$ cat config.mk
export PLATFORM = sky130hd
export DESIGN_NAME = instr_encoder
export DESIGN_NICKNAME = d
export VERILOG_FILES = /design/src/rtl/instr_encoder.sv
export SDC_FILE = /design/constraint.sdc
export NUM_CORES = 1
export LEC_CHECK = 0
export CAP_MARGIN = 30
export CELL_PAD_IN_SITES_DETAIL_PLACEMENT = 0
export CELL_PAD_IN_SITES_GLOBAL_PLACEMENT = 1
export CORE_MARGIN = 2
export CORE_UTILIZATION = 33
export CTS_CLUSTER_DIAMETER = 30
export DETAILED_ROUTE_END_ITERATION = 7
export GPL_TIMING_DRIVEN = 0
export PLACE_DENSITY_LB_ADDON = 0.05
export SLEW_MARGIN = 5
export SYNTH_ARGS = -nofsm -noshare
export SYNTH_HDL_FRONTEND = slang
export SYNTH_SLANG_ARGS = --single-unit
$ cat constraint.sdc
create_clock -name clk -period 1.52 [get_ports clk]
set_input_delay 0.304 -clock clk [delete_from_list [all_inputs] [get_ports clk]]
set_output_delay 0.304 -clock clk [all_outputs]
set_load 0.05 [all_outputs]
$ cat src/rtl/instr_encoder.sv
// Instruction encoder: packs {op, operand} beats into machine words and writes
// them to instruction memory starting at base_addr, two cycles per word
// (capture beat, then write). A shift by more than 7 stops the load before it
// is written. A non-final word written at the top address also stops the load,
// after that word has been written.
module instr_encoder #(
  parameter int AW = 10,
  parameter int IW = 9
) (
  input  logic          clk,
  input  logic          reset_n,
  input  logic          start,
  input  logic [AW-1:0] base_addr,
  input  logic          in_valid,
  output logic          in_ready,
  input  logic [3:0]    in_op,
  input  logic [4:0]    in_operand,
  input  logic          in_last,
  output logic          mem_we,
  output logic [AW-1:0] mem_addr,
  output logic [IW-1:0] mem_wdata,
  output logic          busy,
  output logic          done,
  output logic          err,
  output logic [1:0]    err_code,
  output logic [AW:0]   word_count
);

  localparam logic [2:0] S_IDLE   = 3'd0;
  localparam logic [2:0] S_ACCEPT = 3'd1;
  localparam logic [2:0] S_WRITE  = 3'd2;
  localparam logic [2:0] S_DONE   = 3'd3;
  localparam logic [2:0] S_ERROR  = 3'd4;

  localparam logic [1:0] E_NONE  = 2'b00;
  localparam logic [1:0] E_SHIFT = 2'b01;
  localparam logic [1:0] E_OVF   = 2'b10;

  logic [2:0]    state;
  logic [AW-1:0] addr_r;
  logic          last_r;
  logic          ovf_r;

  logic shift_bad;
  logic at_top;

  // lsl/rsl can only shift by 0..7; larger amounts abort the load
  assign shift_bad = ((in_op == 4'b1101) || (in_op == 4'b1111)) && (in_operand > 5'd7);
  assign at_top    = (addr_r == {AW{1'b1}});

  // Status and strobes are decoded from state only, so an async reset drops
  // mem_we in the same cycle it is asserted
  assign in_ready = (state == S_ACCEPT);
  assign mem_we   = (state == S_WRITE);
  assign busy     = (state == S_ACCEPT) || (state == S_WRITE);
  assign done     = (state == S_DONE);
  assign err      = (state == S_ERROR);

  // Load sequencer: capture beat in ACCEPT, commit address/count in WRITE
  always_ff @(posedge clk or negedge reset_n) begin
    if (!reset_n) begin
      state      <= S_IDLE;
      addr_r     <= '0;
      last_r     <= 1'b0;
      ovf_r      <= 1'b0;
      mem_addr   <= '0;
      mem_wdata  <= '0;
      err_code   <= E_NONE;
      word_count <= '0;
    end else begin
      case (state)
        S_IDLE, S_DONE, S_ERROR: begin
          if (start) begin
            state      <= S_ACCEPT;
            addr_r     <= base_addr;
            word_count <= '0;
            err_code   <= E_NONE;
          end
        end
        S_ACCEPT: begin
          if (in_valid) begin
            if (shift_bad) begin
              state    <= S_ERROR;
              err_code <= E_SHIFT;
            end else begin
              state     <= S_WRITE;
              mem_addr  <= addr_r;
              mem_wdata <= IW'({in_op, in_operand});
              last_r    <= in_last;
              // final word may sit at the top address without error
              ovf_r     <= at_top && !in_last;
            end
          end
        end
        S_WRITE: begin
          addr_r     <= addr_r + AW'(1);
          word_count <= word_count + (AW+1)'(1);
          if (last_r) begin
            state <= S_DONE;
          end else if (ovf_r) begin
            state    <= S_ERROR;
            err_code <= E_OVF;
          end else begin
            state <= S_ACCEPT;
          end
        end
        default: state <= S_IDLE;
      endcase
    end
  end

endmodule

# Yosys cells after proc, flatten, opt, wreduce, memory -nomap -nowiden
# Index checks and enable logic that the tools add are counted.
dict set report totals {
  ff_bits 47
  out_inout_bits 37
  in_bits 24
}
dict set report classes {
  reduce_logical 13
  muxes 16
  bitwise 1
  order_cmp 1
  eq_ne 12
  n_addsub 2
}
# cell n
set ops {}
lappend ops {{11-bit case mux with 2 select lines} 1}
lappend ops {{10-bit case mux with 2 select lines} 1}
lappend ops {{3-bit 2-to-1 mux} 5}
lappend ops {{11-bit by 1-bit adder with 11-bit output (second input constant)} 1}
lappend ops {{11-bit 2-to-1 mux} 1}
lappend ops {{10-bit by 1-bit adder with 10-bit output (second input constant)} 1}
lappend ops {{10-bit == test (second input constant)} 1}
lappend ops {{10-bit 2-to-1 mux} 1}
lappend ops {{2-bit 2-to-1 mux} 5}
lappend ops {{3-bit case mux with 3 select lines} 1}
lappend ops {{4-bit == test (second input constant)} 2}
lappend ops {{3-bit by 2-bit == test with 1-bit output (second input constant)} 2}
lappend ops {{2-bit != test (second input constant)} 3}
lappend ops {{2-bit case mux with 3 select lines} 1}
lappend ops {{6-bit AND reduction} 1}
lappend ops {{5-bit by 3-bit greater-than comparator with 1-bit output (second input constant)} 1}
lappend ops {{2-bit by 1-bit != test with 1-bit output (second input constant)} 2}
lappend ops {{2-bit AND reduction} 2}
lappend ops {{3-bit by 1-bit == test with 1-bit output (second input constant)} 1}
lappend ops {{3-bit == test (second input constant)} 1}
lappend ops {{3-bit logical NOT} 1}
lappend ops {{3-bit AND reduction} 1}
lappend ops {{3-bit nonzero test} 1}
lappend ops {{3-bit OR reduction} 1}
lappend ops {{other kinds (5)} 7}

# Longest topological paths before layout
# Gate-level depths: netlist of the first run.
dict set report depth {
  ltp_word 6
  mapped_depth 8
  mapped_depth_nobuf 7
}

# Worst setup path after synthesis of the first run
# OpenSTA, ideal clock, no wires.
dict set report synth_timing {
  path_type {register -> register}
  from {register state[2]}
  to {register word_count[3]}
  path_stages_with_launch 7
  t_arrival_ns 1.725
  synth_period_minus_slack_ns 1.810
  setup_ns 0.085
  slack_ns -0.290
  cell_sequence {dfrtp_1 and2b_1 nand2b_2 inv_4 clkbuf_1 nand4_1 o21ai_0}
}
# item line_no
set synth_rtl {}
lappend synth_rtl {{start: declaration} 39} ;# logic [2:0] state;
lappend synth_rtl {{start signal: assignment} 62} ;# state <= S_IDLE;
lappend synth_rtl {{start signal: assignment} 74} ;# state <= S_ACCEPT;
lappend synth_rtl {{start signal: assignment} 83} ;# state <= S_ERROR;
lappend synth_rtl {{3-bit by 2-bit == test with 1-bit output (*)} --}
lappend synth_rtl {{named net mem_we} 19} ;# output logic mem_we,
lappend synth_rtl {{2-bit nonzero test (no line)} --}
lappend synth_rtl {{2-bit AND reduction (no line)} --}
lappend synth_rtl {{end signal: assignment} 97} ;# word_count <= word_count + (AW+1)'(1);
lappend synth_rtl {{end: declaration} 26} ;# output logic [AW:0] word_count
# Mark *: on every way through the listed nets, which the timed path passes. The rest lies on a longest branch.
# A chain may end at the register's enable or synchronous reset.

# Worst setup path after layout of the first run
dict set report layout_timing {
  from {register state[2]}
  to {output port mem_we}
}
dict set report layout_via {
  elab_chain_cells 1
}
# item line_no
set layout_rtl {}
lappend layout_rtl {{3-bit by 2-bit == test with 1-bit output} 54} ;# assign mem_we = (state == S_WRITE);
lappend layout_rtl {{end: declaration} 19}
# Every way passes these cells.

==> results of run 1 <==
registers in the layout, summed over array words and instances (netlist names):
register	count
word_count	11
addr_r	10
mem_addr	10
mem_wdata	9
state	3
err_code	2
last_r	1
ovf_r	1
final timing paths:
kind	startpoint	end	slack [ns]	cells after the start
max	state[2]$_DFFE_PN0P_	mem_we	-0.22	5
min	in_op[3]	mem_wdata[8]$_DFFE_PN0P_	0.42	2
max reg2reg	state[2]$_DFFE_PN0P_	word_count[10]$_DFFE_PN0P_	-0.17	8
min reg2reg	word_count[10]$_DFFE_PN0P_	word_count[10]$_DFFE_PN0P_	0.49	1
max in group asynchronous	reset_n	word_count[1]$_DFFE_PN0P_	0.54	3
min in group asynchronous	reset_n	addr_r[7]$_DFFE_PN0P_	0.46	2
layout make-up:
type,count,area (um^2)
fill,557,2640
multi-input combinational,144,1190
sequential,47,1180
timing repair buffer,104,1090
buffer,6,110
tap,77,96.3
clock buffer,6,72.6
inverter,5,28.8
clock inverter,2,12.5
power groups by stage:
| stage | Clock (mW) | Combinational [mW] | Sequential [mW] |
|---|---|---|---|
| after floorplan | 0 | 1.58 | 3.06 |
| after global placement | 0 | 3.62 | 2.12 |
| after detailed placement | 0 | 3.64 | 2.13 |
| after CTS | 0.781 | 4.38 | 2.09 |
| after global routing | 0.838 | 5.07 | 2.19 |
| final | 0.757 | 4.81 | 2.11 |
metrics by stage:
| step | std cells | power, mW | util | setup TNS [ns] |
|---|---|---|---|---|
| floorplan | 203 | 4.64 | - | -1.96 |
| global placement | 340 | 5.74 | 0.470 | -78.25 |
| detailed placement | 341 | 5.77 | 0.472 | -17.05 |
| CTS | 378 | 7.25 | 0.556 | -2.96 |
| global route | 391 | 8.10 | 0.589 | -6.35 |
| finish | 391 | 7.68 | 0.589 | -3.42 |
placed cells by master, fill, tap and decap left out, types with 6 or more instances in the layout:
cell type        Yosys  routed
buf_4                3      23
dfrtp_1             47      44
buf_6                1      13
mux2_4               0      15
clkdlybuf4s50_1      0      17
clkdlybuf4s15_1      0      13
dlygate4sd2_1        0       7
clkbuf_2             0       8
o21ai_1              0       9
nor2_1              12       9
a21oi_1              8       6
buf_12               0       8
nand2_1             23      19
clkdlybuf4s15_2      0       8
cells by family (layout without fill, tap and decap cells):
kind of cell,after synthesis,in the layout,share of synthesized area
simple gates,70,71,0.161
compound gates,47,47,0.143
flops,47,47,0.532
mux,23,23,0.116
buf+inv,13,123,0.0323
fa+ha+maj,2,2,0.0113
xor+xnor,1,1,0.00396
routing by layer:
layer / share of wire / track usage / up-vias
li1: - / - / 964
met3: 0.043 / 0.0318 / 6
met4: 0.0096 / 0.0390 / 0
met1: 0.48 / 0.245 / 930
met2: 0.47 / 0.265 / 51
met5: 0 / 0 / -
worst max-delay path: stages, from the launching register on:
cell	delay [ns]
dfrtp_1	0.41
and2b_2	0.26
nand2b_4	0.12
inv_8	0.04
clkbuf_16	0.15
buf_12	0.14
synthesized netlist by cell type, types with 2 or more instances:
| cell type | number | area share |
|---|---|---|
| and2_1 | 2 | 0.0057 |
| nor3_1 | 2 | 0.0045 |
| o32a_1 | 2 | 0.0091 |
| a21oi_1 | 8 | 0.018 |
| dfrtp_1 | 47 | 0.53 |
| nand3_1 | 9 | 0.020 |
| nor2_1 | 12 | 0.020 |
| nand4_1 | 3 | 0.0085 |
| mux2_2 | 5 | 0.025 |
| nand2_1 | 23 | 0.039 |
| mux2_1 | 15 | 0.076 |
| nor3b_1 | 3 | 0.010 |
| o22ai_1 | 2 | 0.0057 |
| and3_1 | 5 | 0.014 |
| ha_1 | 2 | 0.011 |
| a221o_1 | 5 | 0.023 |
| mux2i_1 | 3 | 0.014 |
| buf_4 | 3 | 0.010 |
| o21ai_0 | 17 | 0.039 |
| a31oi_1 | 4 | 0.011 |
| inv_1 | 3 | 0.0051 |
| clkbuf_1 | 3 | 0.0051 |
repair_timing:
action,4_1_cts,5_1_grt
endpoints found under the setup margin,80,69
hold buffers,1,0
cloned,3,1
endpoints found under the hold margin,16,0
pin swaps,14,9
buffers inserted,25,15
gates resized for setup,143,54
==> results.yml, run 1 <==
drt:
  vias_per_cell: 4.99
  vias: 1951
  drt_iter0_drc: 54
  routed_wl_um: 6120
  ant_nets: 0
  routedWlPerCell_um: 15.7
  route.detailed.drc: 4
  drtPass1Iterations: 6
cells_and_area:
  drive_gt1_frac: 0.443
  nNetsFinal: 339
  syn2layout_area_growth_pct: 71.2
  diodes: 0
  fin_area_mm2: 0.00378
setup_path:
  arrival_ns: 1.43
  crit_type: "reg -> out"
  end_kind: "output pin"
  start_kind: "flip-flop"
  crit_fanout: 7
  critical_path_required_ns: 1.22
floorplanning:
  die_area_mm2: 0.00737
  die_x_um: 85.8
  rows: 29
  core_mm2: 0.00642
  io_pins: 61
  initial_utilization: 0.344
  chipHeight_um: 85.8
synthesis:
  yosys_most_used_dff: "dfrtp_1"
  yosysSeqAreaShare: 0.532
  ys_ff_latch: 47
  ys_warn_count: 0
  synth_area_mm2: 0.00221
  syn_nets: 229
  ys_async_sr_fraction: 1.00
  synth_cells: 203
  avgSynthCellArea_um2: 10.9
  synth_cell_types: 47
  synth_edf_count: 0
clock_tree:
  cts_tree: "done"
  clock-root-buffer: "clkbuf_8"
  cts_buffer_depth: 2
  cts.clk_slew.worst_paths_ns: 0.09
  cts_max_level: 2
  insertion_delay_ns: 0.30
  clock_sinks: 47
  numCtsBuffers: 5
placement:
  placed_area_mm2: 0.00303
  place_hpwl_um: 3860
  place_ws_ns: -0.797
  gp_congestion: 0.720
  portBuffers: 60
sta:
  worst_pin_slew_ns: 0.498
  finalMaxSlewViolations: 0
  max_freq_mhz: 576
  timing.final.ws_setup_ns: -0.216
  fin_worst_skew_ns: 0.00875
  setup_violations: 44
  fin_crit_ns: 1.74
  finalHoldViolCount: 0
  timing.hold.ws_ns: 0.418
  slew_headroom: 0.670
  rsz0062_at_grt: "yes"
  fin_crit_sh: 1.14
pwr:
  pwr-share-clk: 0.099
  p_int_mw: 4.30
  p_comb_frac: 0.626
  peakVddDrop_mv: 1.03
  p_leak_nw: 1.73
  pwr-share-seq: 0.275
  power_density_mw_per_mm2: 2030
  swShare: 0.440
  switchingPower_mw: 3.38
grt:
  grt_max_degree: 32
  grt_pass1_vias: 1983
  grtUsageTotal: 0.169
  gr-total-overflow: 0
  grt_pass1_wl_um: 9840
  antenna_found_initial: 0
status:
  status: "complete, but fails checks"
  violations: "DRC, setup timing"
job:
  maxCapViolations: 0
worst_hold_path:
  hold_class: "in -> reg"
Note: power is estimated with default switching activity, not from simulation.
==> run 2: changes to the inputs <==
ABC_CLOCK_PERIOD_IN_PS = 1520   (was unset)
==> results of run 2 <==
The final DEF is identical to that of run 1; final timing and power are the same.
==> variant 1 (settings of run 2) <==
Put a register stage on the output `err`. The value now appears one clock later. The other outputs are not delayed to match.
--- a/src/rtl/instr_encoder.sv
+++ b/src/rtl/instr_encoder.sv
@@ -54,7 +54,9 @@
   assign mem_we   = (state == S_WRITE);
   assign busy     = (state == S_ACCEPT) || (state == S_WRITE);
   assign done     = (state == S_DONE);
-  assign err      = (state == S_ERROR);
+  always_ff @(posedge clk) begin
+    err <= (state == S_ERROR);
+  end
 
   // Load sequencer: capture beat in ACCEPT, commit address/count in WRITE
   always_ff @(posedge clk or negedge reset_n) begin
Behaviour: not the same (Yosys sat finds a counterexample within 4 cycles, from zero or initial values and one cycle with reset_n low).
==> variant 1 against run 2 <==
- the run ends with negative setup slack left
- design area is 0.86% lower
- sequential cell count is 1 higher
- area after synthesis is 0.91% higher
- via count is 0.46% lower
- combinational power is 4.4% lower
- power is 0.45% higher
- setup slack worse by 5.7 ps
- register-to-register slack worse by 20 ps
- cell count is 2.3% lower
- routed wire length is 1.2% lower
- critical path depth stayed put
- synthesized cell count is 0.49% higher
- critical path type unchanged
- largest cell class is now multi-input gates
==> variant 1: results (changes against run 2) <==
The run finished, with violations left. The final reports fail on negative setup slack. The min-delay analysis places its worst path in the category register to register. By area the synthesized netlist is led by dfrtp_1 53%, mux2_1 7.6%, nand2_1 3.9%.

The cell depth of the worst flop-to-flop path is 7 (-1), and the hold-critical path depth is 1 (-1). The final wirelength came out at 6046 um (-1.2%). The run gives 43 (-2.3%) as the count of final setup violators.

Final worst setup slack: -221.5 ps (-5.710 ps). The part of the power in combinational logic is 59.6% (-3.0 points), and the async set or reset register ratio after synthesis is 97.92% (-2.1 points). First-pass GRT wire length: 9846 um (about the same).

The total half-perimeter wirelength after legalization and detailed placement was 3735 um (-3.2%); the portion of the post-synthesis area used by sequential elements was 53.65% (+0.42 points). The total track usage is 16.92% (-0.026 points). The multiplexer share of the synthesized area is 11.45% (-0.10 points).

On the worst path, the slowest cell contributes a delay of 400 ps. The logs give -808.9 ps (-11.55 ps) for the worst slack at placement and 330 (-2.7%) for the final net count. For the worst-skew pair, the clock arrives at the later sink with an insertion delay of 310 ps. For the number of flip-flops and latches, the log shows 48 (+2.1%). The routability-driven placement congestion ratio was 0.7180 (-0.33%); the sequential share of cell area was 32.00% (+0.80 points). The pin count of the biggest net entering global routing is 27 (-16%), and the power consumed by sequential cells is 2.15 mW (+2%). The adder and majority gate portion of the synthesized area was 1.122% (-0.010 points).

Fraction of layout instances using a drive strength above 1: 47.87% (+3.6 points). The largest fanout on the critical path was 3 (-4). The leakage power of the design was 1.711 nW (-1.1%); the via count of the first global-routing pass was 1,964 (-0.96%).

The cell count after placement is 342 (+0.29%). Number of vias per cell: 5.084 (+1.9%). The source of the worst hold timing path was word_count[10].

For hold timing, the worst endpoint is word_count[10]. Cell count after synthesis: 204 (+0.49%). The endpoint of the most critical setup path was busy. The multi-input gate share of the layout cell area is 33.07% (+1.5 points). The proportion of final cell area spent on non-clock buffers works out to 28.56% (-3.1 points). Initial DRC count: 58 (+7.4%). The run gives 484.4 ps (+66.63 ps) as the worst hold slack after final layout. The number of antenna violations at the first check in global routing is 0 (unchanged), and the number of cells in the finished layout apart from fillers is 382 (-2.3%).

The tools report the sequential share of power as 27.9% (+0.4 points). The peak supply drop was 1.143 mV (+11%). The compound-gate portion of the synthesized area was 14.20% (-0.13 points); the area share of xor/xnor cells in the synthesized design was 0.3928% (-0.0036 points).

Multi-input combinational gate total: 144 (unchanged). The cell type group with the largest total delay on the critical path was simple AND/OR/NAND/NOR gates. The run gives 48 (+2.1%) as the distinct cell type count after synthesis. The iteration count of the initial detailed-routing pass is 4 (-2).

The number of fillers in the final layout was 572 (+2.7%). The cell-internal power was 4.319 mW (+0.34%); the proportion of cell area spent on the clock network was 3.103% (+0.85 points). The non-clock buffer instance count of the final layout is 100 (-9.1%). The run gives -190 ps (-20 ps) as the worst setup slack for register-to-register paths. In this run the critical register-to-register path is captured at mem_wdata[1].
-- variant 1: layer usage --
| layer | part of all wire [%] | up-vias | GRT usage [%] |
|---|---|---|---|
| met5 | 0 | - | 0 |
| met4 | 1.0 | 0 | 4.972 |
| met3 | 4.4 | 6 | 3.429 |
| met2 | 48 | 45 | 26.29 |
| met1 | 47 | 947 | 24.05 |
| li1 | - | 944 | - |
-- variant 1: what timing repair did --
| action | CTS | global route |
|---|---|---|
| pin swaps | 18 | 11 |
| hold endpoints to repair | 21 | 0 |
| buffers inserted | 23 | 9 |
| gates cloned | 4 | 0 |
| gates resized for setup | 140 | 73 |
| setup endpoints to repair | 78 | 70 |
| hold buffers | 1 | 0 |
-- variant 1: stage by stage --
step	instance area, um2	setup TNS [ps]	utilization [%]
after CTS	3606	-5137	55.83
final	3750	-5757	58.06
after floorplan	2338	-1963	-
after detailed placement	3050	-16620	47.23
after global routing	3750	-9199	58.06
after global placement	3035	-80180	47.00
==> variant 2 (settings of run 2) <==
Without the edit above. Change the parameter `AW` from 10 to 9.
--- a/src/rtl/instr_encoder.sv
+++ b/src/rtl/instr_encoder.sv
@@ -4,7 +4,7 @@
 // is written. A non-final word written at the top address also stops the load,
 // after that word has been written.
 module instr_encoder #(
-  parameter int AW = 10,
+  parameter int AW = 9,
   parameter int IW = 9
 ) (
   input  logic          clk,
Interface: changed (resized base_addr, mem_addr and word_count); port bits go from 61 to 58. The function was not compared with the original's and may differ.
==> variant 2 against run 2 <==
- the run ends with negative setup slack left
- synthesized cell count fell by 7.4%
- sequential share of layout area fell by 0.50 points
- design area fell by 4.8%
- area after synthesis fell by 1.5%
- setup slack got worse by 150 ps
- worst hold slack improved by 57 ps
- routed wire length fell by 2.5%
- fmax fell by 7.9%
- sequential cell count fell by 3
- power rose by 4.3%
- highest routed layer unchanged
==> variant 2: results (changes against run 2) <==
Grouping stages by cell kind, the critical path spends the most delay in simple AND/OR/NAND/NOR gates. The area share of xor/xnor cells in the synthesized design is 0% (-0.40 points). The checks that failed: negative setup slack. Sorting the synthesized cells by area gives the leading types as dfrtp_1 51%, mux2_4 12%, nand2_1 3.3%. The final worst setup slack is -365.6 ps (-149.8 ps).

The tools report the cell count after synthesis as 188 (-7.4%). Among all stages on the critical path, the largest delay is contributed by or3b_4. The flow ran to the end, but the final reports show violations. Met2 routing resource usage after global routing: 27.06% (+0.57 points). Number of flip-flops under the largest register name: 10 (-1). The logs give 17.29% (+0.35 points) for the total track usage and 1,909 (-3.7%) for the via count of the first global-routing pass. The logs give 25 (-22%) for the pin count of the biggest net entering global routing and 2949 um2 (-2.7%) for the cell area after placement.

For the leakage power of the design, the log shows 1.652 nW (-4.5%). The iteration count of the initial detailed-routing pass was 5 (-1); the fraction of layout instances using a drive strength above 1 was 46.08% (+1.8 points). The compound-gate portion of the synthesized area was 14.03% (-0.30 points); the total half-perimeter wirelength after legalization and detailed placement was 3516 um (-8.8%). The worst clock skew was 3.231 ps (-5.518 ps). The count of final setup violators was 49 (+11%); the multiplexer share of the synthesized area was 13.40% (+1.8 points). The logs give 5967 um (-2.5%) for the final wirelength and 1,834 (-6.0%) for the number of vias after detailed routing. The net count after synthesis came out at 214 (-6.6%). The level count of the clock H-tree came out at 2 (unchanged). For the initial DRC count, the log shows 40 (-26%). The logs give 322 (-5.6%) for the cell count after placement and -907.7 ps (-110.4 ps) for the worst slack at placement. The routability-driven placement congestion ratio came out at 0.7444 (+3.3%).

The peak per-stage delay on the critical path works out to 450 ps (+40 ps). Distinct cell type count after synthesis: 44 (-6.4%). The number of port buffers is 56 (-6.7%), and the endpoint arrival time on the critical path is 1580 ps (+150 ps). Per-cell routed wire length: 16.13 um (+3.0%). The met1 global-route usage was 24.71% (+0.23 points); the peak supply drop was 1.195 mV (+16%). The adder and majority gate portion of the synthesized area was 1.725% (+0.59 points); the largest fanout on the critical path was 2 (-5).
[variant 2: routing by layer]
layer / vias to the layer above / wire length (um)
li1: 893 / -
met1: 883 / 2856
met4: 0 / 43
met3: 4 / 236
met2: 54 / 2830
met5: - / 0
[variant 2: final cells by class]
class,instances,area [um2]
inverters,6,42.54
plain buffers,7,105.1
clock inverters,2,35.03
flip-flops and latches,44,1105
multi-input cells,129,1142
repair buffers,99,1001
fillers,548,2750
well taps,77,96.34
clock buffers,6,72.57
[variant 2: path summary, 6_finish.rpt]
check,slack [ps],cells past startpoint,end,start
max,-370,5,busy,state[0]
min,470,2,state[1],start
max reg2reg,-250,7,word_count[9],state[0]
min reg2reg,490,1,word_count[9],word_count[9]
max in group asynchronous,490,3,word_count[0],reset_n
min in group asynchronous,510,2,mem_wdata[5],reset_n
[variant 2: kinds of logic (layout without fill, tap and decap cells)]
logic type	after synthesis	after routing
mux	20	20
buf+inv	15	120
simple gates	63	63
fa+ha+maj	3	3
compound gates	43	43
flops	44	44
[variant 2: repair_timing]
item	4_1_cts	5_1_grt
buffers inserted	30	11
pin swaps	18	12
endpoints found under the hold margin	20	0
hold buffers	1	0
setup endpoints to repair	75	68
gates resized for setup	132	40
gates cloned	3	0
[variant 2: through the flow]
step / TNS, ps / utilization (%)
2_1_floorplan: -7169 / -
3_3_place_gp: -70500 / 46.21
3_5_place_dp: -15080 / 46.44
4_1_cts: -14300 / 55.43
5_1_grt: -12350 / 56.69
6_report: -10000 / 56.69
[variant 2: report_power, final]
| group | total, mW | leakage, nW | internal (mW) | switching, mW |
|---|---|---|---|---|
| Sequential | 2.06 | 0.551 | 1.66 | 0.401 |
| Combinational | 5.07 | 1.05 | 2.32 | 2.75 |
| Clock | 0.883 | 0.0552 | 0.488 | 0.395 |
| Total | 8.01 | 1.65 | 4.47 | 3.55 |
